$ cat config.mk
export PLATFORM = sky130hd
export DESIGN_NAME = seg_disp_arbiter_flat
export DESIGN_NICKNAME = d
export VERILOG_FILES = /design/src/rtl/seg_disp_arbiter_pkg.sv /design/src/rtl/seg_disp_arbiter_if.sv /design/src/rtl/seg_blink_gen.sv /design/src/rtl/seg_disp_arbiter.sv /design/src/flat_wrapper.sv
export SDC_FILE = /design/constraint.sdc
export NUM_CORES = 1
export LEC_CHECK = 0
export CORE_UTILIZATION = 50
export CTS_BUF_LIST = sky130_fd_sc_hd__clkbuf_16
export CTS_CLUSTER_SIZE = 28
export DETAILED_ROUTE_END_ITERATION = 16
export HOLD_SLACK_MARGIN = 0.15
export PLACE_DENSITY = 0.83
export SYNTH_ARGS = -nofsm -noshare
export SYNTH_HDL_FRONTEND = slang
export SYNTH_SLANG_ARGS = --single-unit
$ cat constraint.sdc
create_clock -name clk -period 2.3 [get_ports clk]
set_clock_uncertainty 0.15 [all_clocks]
set_input_delay 0.46 -clock clk [delete_from_list [all_inputs] [get_ports clk]]
set_output_delay 0.46 -clock clk [all_outputs]
set_load 0.02 [all_outputs]
$ cat src/rtl/seg_disp_arbiter_pkg.sv
// Shared types and helpers for the seven-segment display arbiter.
package seg_disp_pkg;

    localparam logic [3:0] BLANK_NIBBLE = 4'hf;

    localparam logic SRC_A = 1'b0;
    localparam logic SRC_B = 1'b1;

    typedef enum logic {
        IDLE,
        HOLD
    } state_e;

    // Turns a latched value into the four nibbles sent to the driver.
    // The OFF blink phase blanks everything. Otherwise, leading zeros are
    // optionally blanked from the top digit down. Digit one is always shown.
    function automatic logic [15:0] format_display(
        input logic [15:0] val,
        input logic        blank_lz,
        input logic        phase_on
    );
        logic [15:0] r;
        r = val;
        if (!phase_on) begin
            r = {4{BLANK_NIBBLE}};
        end else if (blank_lz) begin
            if (val[15:12] == 4'h0) begin
                r[15:12] = BLANK_NIBBLE;
                if (val[11:8] == 4'h0) begin
                    r[11:8] = BLANK_NIBBLE;
                    if (val[7:4] == 4'h0) begin
                        r[7:4] = BLANK_NIBBLE;
                    end
                end
            end
        end
        return r;
    endfunction

endpackage

$ cat src/rtl/seg_disp_arbiter_if.sv
// Request/acknowledge bus between the two requesters and the arbiter.
interface seg_disp_arbiter_if;
    logic        req_a;
    logic [15:0] data_a;
    logic        ack_a;
    logic        req_b;
    logic [15:0] data_b;
    logic        ack_b;

    modport master (output req_a, data_a, req_b, data_b, input ack_a, ack_b);
    modport slave  (input req_a, data_a, req_b, data_b, output ack_a, ack_b);
endinterface

$ cat src/rtl/seg_blink_gen.sv
// Blink phase generator: while enabled, toggles the phase every BLINK_CYCLES.
module seg_blink_gen #(
    parameter int BLINK_CYCLES = 12_500_000,
    parameter int CNT_W        = 25
) (
    input  logic clk,
    input  logic rst_n,
    input  logic en,
    output logic phase_on
);

    localparam logic [CNT_W-1:0] BLINK_LAST = CNT_W'(BLINK_CYCLES - 1);

    logic [CNT_W-1:0] cnt_q, cnt_d;
    logic             phase_q, phase_d;

    // Counter and phase registers.
    always_ff @(posedge clk or negedge rst_n) begin
        if (!rst_n) begin
            cnt_q   <= '0;
            phase_q <= 1'b1;
        end else begin
            cnt_q   <= cnt_d;
            phase_q <= phase_d;
        end
    end

    // Count while enabled, flip the phase on wrap, and restart when disabled.
    always_comb begin
        cnt_d   = cnt_q;
        phase_d = phase_q;
        if (!en) begin
            cnt_d   = '0;
            phase_d = 1'b1;
        end else if (cnt_q == BLINK_LAST) begin
            cnt_d   = '0;
            phase_d = ~phase_q;
        end else begin
            cnt_d = cnt_q + 1'b1;
        end
    end

    // Dropping the enable forces ON right away, without waiting for the register.
    assign phase_on = phase_q | ~en;

endmodule

$ cat src/rtl/seg_disp_arbiter.sv
// Two-requester round-robin arbiter for the 4-digit seven-segment driver.
module seg_disp_arbiter
    import seg_disp_pkg::*;
#(
    parameter int HOLD_CYCLES  = 25_000_000,
    parameter int BLINK_CYCLES = 12_500_000,
    parameter int CNT_W        = 25
) (
    input  logic                     clk,
    input  logic                     rst_n,
    seg_disp_arbiter_if.slave        bus,
    input  logic                     err_flag,
    input  logic                     blank_lz,
    output logic [3:0]               data_four,
    output logic [3:0]               data_three,
    output logic [3:0]               data_two,
    output logic [3:0]               data_one,
    output logic                     src,
    output logic                     busy
);

    localparam logic [CNT_W-1:0] HOLD_LAST = CNT_W'(HOLD_CYCLES - 1);

    state_e           state_q, state_d;
    logic             pend_q, pend_d;         // grant decided, latch on next edge
    logic             pend_src_q, pend_src_d;
    logic             last_src_q, last_src_d; // round-robin pointer
    logic [15:0]      val_q, val_d;
    logic             shown_q, shown_d;       // something latched since reset
    logic             src_q, src_d;
    logic             ack_a_q, ack_a_d;
    logic             ack_b_q, ack_b_d;
    logic [CNT_W-1:0] hold_cnt_q, hold_cnt_d;
    logic [15:0]      disp_q, disp_d;
    logic             phase_on;
    logic             pend_req;

    seg_blink_gen #(
        .BLINK_CYCLES (BLINK_CYCLES),
        .CNT_W        (CNT_W)
    ) u_blink (
        .clk      (clk),
        .rst_n    (rst_n),
        .en       (err_flag),
        .phase_on (phase_on)
    );

    // State, arbitration and output registers.
    always_ff @(posedge clk or negedge rst_n) begin
        if (!rst_n) begin
            state_q    <= IDLE;
            pend_q     <= 1'b0;
            pend_src_q <= SRC_A;
            last_src_q <= SRC_B;
            val_q      <= 16'h0000;
            shown_q    <= 1'b0;
            src_q      <= SRC_A;
            ack_a_q    <= 1'b0;
            ack_b_q    <= 1'b0;
            hold_cnt_q <= '0;
            disp_q     <= {4{BLANK_NIBBLE}};
        end else begin
            state_q    <= state_d;
            pend_q     <= pend_d;
            pend_src_q <= pend_src_d;
            last_src_q <= last_src_d;
            val_q      <= val_d;
            shown_q    <= shown_d;
            src_q      <= src_d;
            ack_a_q    <= ack_a_d;
            ack_b_q    <= ack_b_d;
            hold_cnt_q <= hold_cnt_d;
            disp_q     <= disp_d;
        end
    end

    assign pend_req = (pend_src_q == SRC_B) ? bus.req_b : bus.req_a;

    // Next state: pick a winner in IDLE, latch it one edge later, then hold.
    always_comb begin
        state_d    = state_q;
        pend_d     = pend_q;
        pend_src_d = pend_src_q;
        last_src_d = last_src_q;
        val_d      = val_q;
        shown_d    = shown_q;
        src_d      = src_q;
        ack_a_d    = 1'b0;
        ack_b_d    = 1'b0;
        hold_cnt_d = hold_cnt_q;
        // Nothing is shown until the first value has been latched after reset.
        disp_d     = shown_q ? format_display(val_q, blank_lz, phase_on)
                             : {4{BLANK_NIBBLE}};
        case (state_q)
            IDLE: begin
                if (pend_q) begin
                    pend_d = 1'b0;
                    // A requester that dropped its req before latching is abandoned.
                    if (pend_req) begin
                        val_d      = (pend_src_q == SRC_B) ? bus.data_b : bus.data_a;
                        shown_d    = 1'b1;
                        ack_a_d    = (pend_src_q == SRC_A);
                        ack_b_d    = (pend_src_q == SRC_B);
                        src_d      = pend_src_q;
                        last_src_d = pend_src_q;
                        hold_cnt_d = '0;
                        state_d    = HOLD;
                    end
                end else if (bus.req_a || bus.req_b) begin
                    pend_d = 1'b1;
                    if (bus.req_a && bus.req_b) begin
                        pend_src_d = (last_src_q == SRC_B) ? SRC_A : SRC_B;
                    end else begin
                        pend_src_d = bus.req_b ? SRC_B : SRC_A;
                    end
                end
            end
            HOLD: begin
                if (hold_cnt_q == HOLD_LAST) begin
                    state_d = IDLE;
                end else begin
                    hold_cnt_d = hold_cnt_q + 1'b1;
                end
            end
            default: state_d = IDLE;
        endcase
    end

    assign bus.ack_a  = ack_a_q;
    assign bus.ack_b  = ack_b_q;
    assign src        = src_q;
    assign busy       = (state_q == HOLD);
    assign data_four  = disp_q[15:12];
    assign data_three = disp_q[11:8];
    assign data_two   = disp_q[7:4];
    assign data_one   = disp_q[3:0];

endmodule

$ cat src/flat_wrapper.sv
// flat-port wrapper written by rule: the top's interface ports become plain ports
module seg_disp_arbiter_flat import seg_disp_pkg::*;
#(
    parameter int HOLD_CYCLES  = 25_000_000,
    parameter int BLINK_CYCLES = 12_500_000,
    parameter int CNT_W        = 25
)
  (clk, rst_n, err_flag, blank_lz, data_four, data_three, data_two, data_one, src, busy, bus_req_a, bus_data_a, bus_req_b, bus_data_b, bus_ack_a, bus_ack_b);
  seg_disp_arbiter_if bus_i ();
  input  logic clk;
  input  logic rst_n;
  input  logic err_flag;
  input  logic blank_lz;
  output logic [3:0] data_four;
  output logic [3:0] data_three;
  output logic [3:0] data_two;
  output logic [3:0] data_one;
  output logic src;
  output logic busy;
  input wire logic [$bits(bus_i.req_a)-1:0] bus_req_a;
  input wire logic [$bits(bus_i.data_a)-1:0] bus_data_a;
  input wire logic [$bits(bus_i.req_b)-1:0] bus_req_b;
  input wire logic [$bits(bus_i.data_b)-1:0] bus_data_b;
  output wire logic [$bits(bus_i.ack_a)-1:0] bus_ack_a;
  output wire logic [$bits(bus_i.ack_b)-1:0] bus_ack_b;
  assign bus_i.req_a = bus_req_a;
  assign bus_i.data_a = bus_data_a;
  assign bus_i.req_b = bus_req_b;
  assign bus_i.data_b = bus_data_b;
  assign bus_ack_a = bus_i.ack_a;
  assign bus_ack_b = bus_i.ack_b;
  seg_disp_arbiter #(.HOLD_CYCLES(HOLD_CYCLES), .BLINK_CYCLES(BLINK_CYCLES), .CNT_W(CNT_W)) u_core (.clk(clk), .rst_n(rst_n), .bus(bus_i), .err_flag(err_flag), .blank_lz(blank_lz), .data_four(data_four), .data_three(data_three), .data_two(data_two), .data_one(data_one), .src(src), .busy(busy));
endmodule
==> run_results.csv, run 1 <==
group,metric,value,unit
logic_synthesis,yosysWarnings,0,
cells_and_area,multi_input_area,0.00194,mm²
cells_and_area,mostFrequentLayoutCell,"dfrtp_1",
drt,drt-total-wl,9770,µm
drt,wl_per_cell,15.7,µm
placed_design,gp_congestion,0.941,
sta,post-route-min-period,2.34,ns
power,power.total,5.98,mW
drt,drt_iter0_drc,153,
power,powerDensity,1080,mW/mm²
power,switchingPower,1.98,mW
sta,finalHoldViolCount,0,
logic_synthesis,synth_nets,466,
setup_path,slowest_delay,0.53,ns
cts,cts_buffers,9,
cts,cts_tree,"done",
logic_synthesis,synthesis.instances,426,
cells_and_area,fin_nets,552,
floorplan,io_pins,58,
cells_and_area,layout_common_cells,"dfrtp_1, clkdlybuf4s50_1, nand2_1, nor2_1, buf_4",
floorplan,initial_utilization,51.9,%
setup_path,cp.arrival,2.44,ns
logic_synthesis,synth-edff-count,0,
cells_and_area,final_core_util,66.9,%
placed_design,dp_slack,0.00442,ns
power,swShare,33.1,%
floorplan,die_y,94.9,µm
setup_path,worstPathRequired,2.40,ns
power,leakage,2.59,nW
grt,grt_use_total,23.0,%
cts,clock_sinks,91,
sta,fmax,427,MHz
floorplan,std_cell_rows,33,
sta,finalMaxSlewViolations,0,
power,pwr-share-seq,40.6,%
cells_and_area,seq_area,0.00230,mm²
placed_design,dp_hpwl,6540,µm
cells_and_area,fill_cells,602,
drt,firstDrtPassIters,4,
power,power_frac_clock,24.7,%
grt,overflow,0,
floorplan,dieArea,0.00900,mm²
setup_path,cp_slowest_cell,"o41a_4",
logic_synthesis,postSynthAreaPerCell,10.1,µm²
cts,clockBufferDepth,2,
power,internal_power,4.00,mW
power,ir_drop,0.481,mV
sta,worst_pin_slew,0.484,ns
flow_run,drv_cap,0,
grt,antenna_found_initial,0,
run_status,violations,"setup timing",
logic_synthesis,yosys_register_bits,91,
setup_path,path_cells,"nor4b_4, nand3b_1, o41a_4, nor3_4, inv_2, a31oi_1",
floorplan,core_area,0.00830,mm²
cts,insertion_delay,0.34,ns
run_status,status,"finished with violations",
cells_and_area,area_delta_synth_final,28.9,%
drt,dr_total_vias,3544,
placed_design,numPortBuffers,57,
setup_path,crit_path_start_kind,"flip-flop",
sta,period_share,102,%
cells_and_area,drive_above_1_share,17.2,%
grt,grt_pass1_wl,15700,µm
logic_synthesis,ys_seq_area_share,53.4,%
sta,slew-limit-headroom,67.4,%
grt,grt_max_degree,56,
power,p_comb_share,34.7,%
logic_synthesis,synth.distinct_cells,46,
setup_path,cp_max_fo,9,
cells_and_area,finalNonFillerCells,622,
placed_design,placedCellCount,598,
cts,htreeDepth,3,
cells_and_area,diodes,0,
min_path,hold_path_class,"flip-flop to flip-flop",
logic_synthesis,synth.cell_area,0.00431,mm²
setup_path,crit_path_end_kind,"flip-flop",
sta,setup_viol,14,
logic_synthesis,synth_ff_type,"dfrtp_1",
drt,ant_nets,0,
drt,drc,0,
floorplan,die-width,94.9,µm
grt,grt_pass1_vias,3428,
setup_path,critical_path_class,"flip-flop to flip-flop",
logic_synthesis,async_flop_share,100,%
sta,fin_ws,-0.0406,ns
cts,cts_root_buf,"clkbuf_16",
drt,via_per_inst,5.70,
cts,clkTransAtPathRegs,0.06,ns
## metal layers
layer	share of wire [%]	vias up	global-route usage, %
met1	42	1724	27.4
met4	3.2	0	11.4
li1	-	1694	-
met5	0	-	0
met3	4.1	30	4.75
met2	50	96	39.3
## cell type report
type,count,area share [%]
Clock inverter,7,1.31
Clock buffer,9,4.05
Timing Repair Buffer,91,15.4
Tap cell,105,2.37
Inverter,8,0.541
Sequential cell,91,41.5
Multi-Input combinational cell,311,34.9
## Yosys cell counts (3+ instances only)
cell type  number  area [µm²]
xnor2_1         5        43.8
o21ai_0        21         105
or2_2          10        62.6
nand3_1        23         115
nand4_1        18         113
and3_1         15        93.8
nand2b_1        9        56.3
dfstp_2        18         473
mux2i_1        20         200
or4_1           3        22.5
xor2_1         19         166
inv_1           7        26.3
a31oi_1         7        43.8
clkbuf_1       12        45.0
nor2_1         37         139
or3_1           5        31.3
nor4_1          4        25.0
nor3_1         15        75.1
a21oi_1         6        30.0
and4_1          5        43.8
dfrtp_1        73        1830
nand2_1        54         203
a211o_1         8        70.1
## metrics by stage
| stage | setup TNS, ns | cell area (µm²) | hold WS (ns) |
|---|---|---|---|
| after floorplan | -0.0257 | 4320 | 0.0144 |
| after global placement | 0 | 5160 | 0.291 |
| after detailed placement | 0 | 5160 | 0.299 |
| after CTS | -0.00794 | 5480 | 0.319 |
| after global routing | -1.14 | 5550 | 0.339 |
| final | -0.182 | 5550 | 0.319 |
## critical path, delay by kind of cell, from the launching register on
family                 cells  cell delay [ns]
and+or+nand+nor            3             0.79
AOI/OAI and AO/OA          2             0.74
DFF                        1             0.44
buffers and inverters      1             0.14
## sequential cells by signal, indices dropped and copies added, names as in the netlist, 16 cells and up
register              count
u_core.disp_q            16
u_core.hold_cnt_q        25
u_core.val_q             16
u_core.u_blink.cnt_q     25
## timing repair
action	in CTS	in global routing
pin swaps	0	4
setup endpoints to repair	18	23
hold buffers	1	0
buffers inserted	0	5
resized for setup	2	7
endpoints found under the hold margin	23	0
gates cloned	0	2
## power by group through the flow
stage,clock (mW),sequential (mW),combinational (mW)
6_report,1.48,2.43,2.08
5_1_grt,1.57,2.47,2.29
4_1_cts,1.50,2.41,2.01
3_5_place_dp,0,2.43,1.99
3_3_place_gp,0,2.40,1.93
2_1_floorplan,0,2.58,1.02
## cells by family after synthesis
family / Yosys count / share of synthesized area [%]
multiplexers: 20 / 4.64
AO/OA/AOI/OAI: 57 / 9.52
flip-flops: 91 / 53.4
XOR/XNOR: 24 / 4.88
buffers and inverters: 25 / 2.58
AND/OR/NAND/NOR: 207 / 24.4
adder cells (fa/ha/maj): 2 / 0.580
## path summary, 6_finish.rpt
check | to | slack [ns] | from | cells past startpoint
max reg2reg | u_core.hold_cnt_q[24] | -0.04 | u_core.hold_cnt_q[9] | 6
min in group asynchronous | u_core.val_q[13] | 0.47 | rst_n | 2
max | u_core.hold_cnt_q[24] | -0.04 | u_core.hold_cnt_q[9] | 6
min | u_core.disp_q[0] | 0.32 | u_core.val_q[0] | 1
max in group asynchronous | u_core.disp_q[3] | 0.83 | rst_n | 3
min reg2reg | u_core.disp_q[0] | 0.32 | u_core.val_q[0] | 1
(Power assumes the default switching activity.)
==> run 2, diff against run 1 <==
Settings changed: SKIP_CTS_REPAIR_TIMING from default to 1.
==> run 2 against run 1 <==
Die area unchanged. The run still ends with setup timing left. Non-clock buffer count grew 8. Clock power is essentially flat. Critical endpoint unchanged. Sequential cell count unchanged.
==> run_results.csv, run 2 (synthesis gave the netlist of run 1 again) <==
group,metric,value,unit
sta,finalHoldViolCount,0,
setup_path,r2r_start,"u_core.hold_cnt_q[9]",
cells_and_area,final_core_util,68.0,%
sta,setup_viol,25,
grt,grt_max_degree,56,
cells_and_area,finalNonFillerCells,631,
drt,drc,0,
setup_path,worstPathRequired,2.39,ns
setup_path,crit_path_end_kind,"flip-flop",
drt,wl_per_cell,16.2,µm
cts,clock_sinks,91,
sta,whs,0.319,ns
sta,fin_ws,-0.218,ns
power,powerDensity,1090,mW/mm²
cells_and_area,fill_cells,585,
grt,grt_pass1_vias,3409,
grt,grt_pass1_wl,15600,µm
run_status,status,"finished with violations",
cells_and_area,layout_common_cells,"dfrtp_1, clkdlybuf4s50_1, nand2_1, nor2_1, buf_4",
grt,overflow,0,
drt,drt-total-wl,10200,µm
sta,rsz0062_at_grt,"yes",
min_path,min_from,"u_core.val_q[0]",
cells_and_area,fin_nets,561,
sta,finalMaxSlewViolations,0,
power,leakage,2.64,nW
cells_and_area,fin_area,0.00564,mm²
setup_path,cp.arrival,2.61,ns
drt,drt_iter0_drc,217,
flow_run,drv_cap,0,
setup_path,crit_path_start_kind,"flip-flop",
floorplan,die_y,94.9,µm
placed_design,placedCellCount,598,
drt,ant_nets,0,
floorplan,initial_utilization,51.9,%
cts,cts_buffers,9,
sta,slew-limit-headroom,65.0,%
floorplan,dieArea,0.00900,mm²
sta,post-route-min-period,2.52,ns
run_status,violations,"setup timing",
sta,fmax,397,MHz
grt,antenna_found_initial,0,
cts,insertion_delay,0.33,ns
placed_design,gp_congestion,0.941,
floorplan,io_pins,58,
drt,firstDrtPassIters,4,
cells_and_area,diodes,0,
floorplan,std_cell_rows,33,
cts,cts_root_buf,"clkbuf_16",
min_path,hold_path_class,"flip-flop to flip-flop",
setup_path,critical_path_class,"flip-flop to flip-flop",
cells_and_area,area_delta_synth_final,30.9,%
cells_and_area,drive_above_1_share,19.0,%
power,ir_drop,0.464,mV
setup_path,crit_start,"u_core.hold_cnt_q[9]",
cts,clockBufferDepth,2,
power,power.total,6.15,mW
cts,cts_tree,"done",
cells_and_area,top_regs,"u_core.hold_cnt_q: 25 flops, u_core.u_blink.cnt_q: 25 flops",
sta,worst_pin_slew,0.520,ns
floorplan,core_area,0.00830,mm²
sta,fin_tns_setup,-4.06,ns
placed_design,numPortBuffers,57,
grt,grt_use_total,22.8,%
drt,via_per_inst,5.75,
placed_design,dpl-instance-area,0.00516,mm²
sta,period_share,109,%
placed_design,dp_hpwl,6540,µm
cells_and_area,mostFrequentLayoutCell,"dfrtp_1",
floorplan,die-width,94.9,µm
cts,clkTransAtPathRegs,0.07,ns
cts,htreeDepth,3,
drt,dr_total_vias,3629,
setup_path,cp_max_fo,5,
placed_design,dp_slack,0.00442,ns
==> run 2: changes by cell type in the layout (fill, tap and decap cells not counted) <==
cell | before | now
inv_4 | 0 | 1
or2_4 | 0 | 1
or2_1 | 1 | 0
inv_2 | 1 | 0
dfrtp_1 | 71 | 70
clkinvlp_4 | 0 | 1
buf_4 | 31 | 36
buf_6 | 1 | 4
ha_4 | 0 | 1
dfrtp_2 | 2 | 3
nor4b_4 | 1 | 0
ha_2 | 1 | 0
nor4b_2 | 1 | 2
==> run 2: where the power goes <==
| part | internal [mW] | switching, mW |
|---|---|---|
| Clock | 0.849 | 0.640 |
| Sequential | 2.13 | 0.303 |
| Combinational | 1.11 | 1.11 |
==> run 2: cell type report <==
| cell class | count | area, µm² | share of cell area, % |
|---|---|---|---|
| Clock buffer | 9 | 225 | 3.99 |
| Clock inverter | 7 | 72.6 | 1.29 |
| Inverter | 8 | 32.5 | 0.577 |
| Multi-Input combinational cell | 311 | 1940 | 34.4 |
| Sequential cell | 91 | 2300 | 40.8 |
| Tap cell | 105 | 131 | 2.33 |
| Timing Repair Buffer | 99 | 926 | 16.4 |
| Timing Repair inverter | 1 | 7.51 | 0.133 |
==> run 2: critical path, stage by stage, from the launching register on <==
cell	delay [ns]
dfrtp_1	0.42
nor4b_2	0.44
nand3b_1	0.22
o41a_4	0.51
nor3_4	0.27
buf_6	0.16
inv_4	0.05
a31oi_1	0.19
==> run 2: final timing paths <==
| check | end | slack (ns) | cells after the start |
|---|---|---|---|
| worst max register to register | u_core.hold_cnt_q[24] | -0.22 | 7 |
| worst min-delay path | u_core.disp_q[0] | 0.32 | 1 |
| min in group asynchronous | u_core.hold_cnt_q[12] | 0.46 | 2 |
| worst max-delay path | u_core.hold_cnt_q[24] | -0.22 | 7 |
| worst min register to register | u_core.disp_q[0] | 0.32 | 1 |
| max in group asynchronous | u_core.disp_q[3] | 0.82 | 3 |
==> run 2: layer usage <==
metal  part of all wire [%]  GRT usage (%)  vias to the layer above
li1                       -              -                     1712
met1                     40           27.4                     1743
met2                     50           39.3                      146
met3                    6.8           4.75                       28
met4                    3.1           10.5                        0
met5                      0              0                        -
==> run 3, diff against run 2 <==
Settings changed: CELL_PAD_IN_SITES_DETAIL_PLACEMENT from default to 1, CELL_PAD_IN_SITES_GLOBAL_PLACEMENT from default to 1, CORE_UTILIZATION 50 to 40, CTS_BUF_LIST sky130_fd_sc_hd__clkbuf_16 to sky130_fd_sc_hd__clkbuf_8, PLACE_DENSITY 0.83 to 0.84.
==> run 3 against run 2 <==
The run still ends with setup timing left. Utilization fell by 15 points. Critical path depth is the same. Total power is 5.1% lower. Largest power group unchanged. Register-to-register slack better by 0.02 ns.
==> run_results.csv, run 3 (synthesis gave the netlist of run 1 again) <==
group,metric,value,unit
run_status,status,"finished with violations",
run_status,violations,"setup timing",
cts,cts_tree,"done",
cells_and_area,final_core_util,53.2,%
sta,finalHoldViolCount,0,
floorplan,dieArea,0.0112,mm²
grt,overflow,0,
floorplan,die_y,106,µm
floorplan,std_cell_rows,37,
sta,fin_tns_setup,-2.45,ns
cells_and_area,mostFrequentLayoutCell,"dfrtp_1",
setup_path,rrSetupSlack,-0.20,ns
cts,clkTransAtPathRegs,0.09,ns
placed_design,gp_congestion,0.808,
setup_path,path_cells,"nor4b_1, nand3b_1, o41a_4, nor3_4, buf_6, inv_4, a31oi_1",
setup_path,reg2regPathDepth,7,
min_path,hold_path_class,"flip-flop to flip-flop",
drt,dr_wl_met2,6560,µm
drt,wl_per_cell,18.9,µm
setup_path,slowest_delay,0.57,ns
setup_path,timing.rr.end,"u_core.hold_cnt_q[17]",
cells_and_area,fin_nets,553,
cells_and_area,layout_common_cells,"dfrtp_1, clkdlybuf4s50_1, nand2_1, nor2_1, buf_4",
drt,firstDrtPassIters,4,
sta,whs,0.325,ns
setup_path,worstPathRequired,2.41,ns
cts,clockBufferDepth,2,
min_path,hold_path_end,"u_core.last_src_q",
grt,grt_use_total,21.2,%
sta,fin_ws,-0.200,ns
floorplan,io_pins,58,
setup_path,cp_slowest_cell,"o41a_4",
grt,grt_pass1_vias,3850,
cells_and_area,diodes,0,
grt,antenna_found_initial,0,
placed_design,dp_hpwl,7850,µm
setup_path,crit_path_start_kind,"flip-flop",
cts,htreeDepth,3,
cells_and_area,area_delta_synth_final,27.9,%
cts,clock_sinks,91,
floorplan,core_area,0.0104,mm²
cells_and_area,top_regs,"u_core.hold_cnt_q: 25 flops, u_core.u_blink.cnt_q: 25 flops",
flow_run,drv_cap,0,
cts,insertion_delay,0.36,ns
drt,dr_total_vias,3662,
min_path,hold_depth,2,
cts,cts_root_buf,"clkbuf_8",
sta,worst_pin_slew,0.682,ns
grt,grt_max_degree,66,
sta,slew-limit-headroom,54.2,%
drt,drt_iter0_drc,178,
floorplan,die-width,106,µm
placed_design,dp_slack,-0.0614,ns
sta,setup_viol,21,
drt,drc,0,
setup_path,crit_path_end_kind,"flip-flop",
setup_path,cp_max_fo,9,
drt,m1WireLength,5150,µm
sta,fmax,400,MHz
sta,rsz0062_at_grt,"yes",
setup_path,r2r_start,"u_core.hold_cnt_q[9]",
cells_and_area,drive_above_1_share,18.0,%
sta,period_share,109,%
drt,via_per_inst,5.60,
min_path,min_from,"u_core.last_src_q",
power,leakage,2.56,nW
power,powerDensity,1060,mW/mm²
drt,drt-total-wl,12300,µm
setup_path,cp.arrival,2.61,ns
grt,grt_pass1_wl,18800,µm
sta,post-route-min-period,2.50,ns
drt,ant_nets,0,
setup_path,critical_path_class,"flip-flop to flip-flop",
sta,finalMaxSlewViolations,0,
drt,routed-wl-met3,355,µm
placed_design,numPortBuffers,57,
drt,highest_layer,"met4",
floorplan,initial_utilization,41.6,%
cts,cts_buffers,9,
power,ir_drop,0.613,mV
==> run 3: cell type report <==
class / count / area (µm²)
Clock buffer: 9 / 124
Clock inverter: 7 / 68.8
Inverter: 8 / 32.5
Tap cell: 136 / 170
Fill cell: 1151 / 4860
Sequential cell: 91 / 2300
Multi-Input combinational cell: 310 / 1940
Timing Repair Buffer: 93 / 881
==> run 3: metrics by stage <==
step	std cells	instance area, µm²	power [mW]
floorplan	426	4320	3.61
detailed placement	628	5190	4.50
CTS	644	5380	5.64
finish	654	5510	5.84
global route	654	5510	6.12
global placement	628	5190	4.39
==> run 3: layer usage <==
metal | global-route usage (%) | up-vias
met2 | 37.4 | 79
met3 | 3.65 | 25
li1 | - | 1680
met5 | 0 | -
met1 | 26.0 | 1878
met4 | 7.44 | 0
==> run 3: worst max-delay path, delay by kind of cell, from the launching register on <==
kind	cells	cell delay (ns)
compound gates	2	0.81
simple gates	3	0.79
flops	1	0.42
buf+inv	2	0.22
==> run 3: power breakdown <==
part           switching (mW)  internal [mW]
registers               0.301           2.13
logic                    1.24           1.06
clock network           0.592          0.503
==> run 3: worst max path at each step <==
stage               depth (start not counted)  slack, ns             startpoint               endpoint
floorplan                                   7      -0.03   u_core.hold_cnt_q[0]  u_core.hold_cnt_q[15]
global placement                            8       0.07   u_core.hold_cnt_q[1]  u_core.hold_cnt_q[13]
detailed placement                          6      -0.06  u_core.hold_cnt_q[17]   u_core.hold_cnt_q[6]
CTS                                         6      -0.08  u_core.hold_cnt_q[17]  u_core.hold_cnt_q[15]
global route                                7      -0.25   u_core.hold_cnt_q[9]  u_core.hold_cnt_q[17]
finish                                      7      -0.20   u_core.hold_cnt_q[9]  u_core.hold_cnt_q[17]
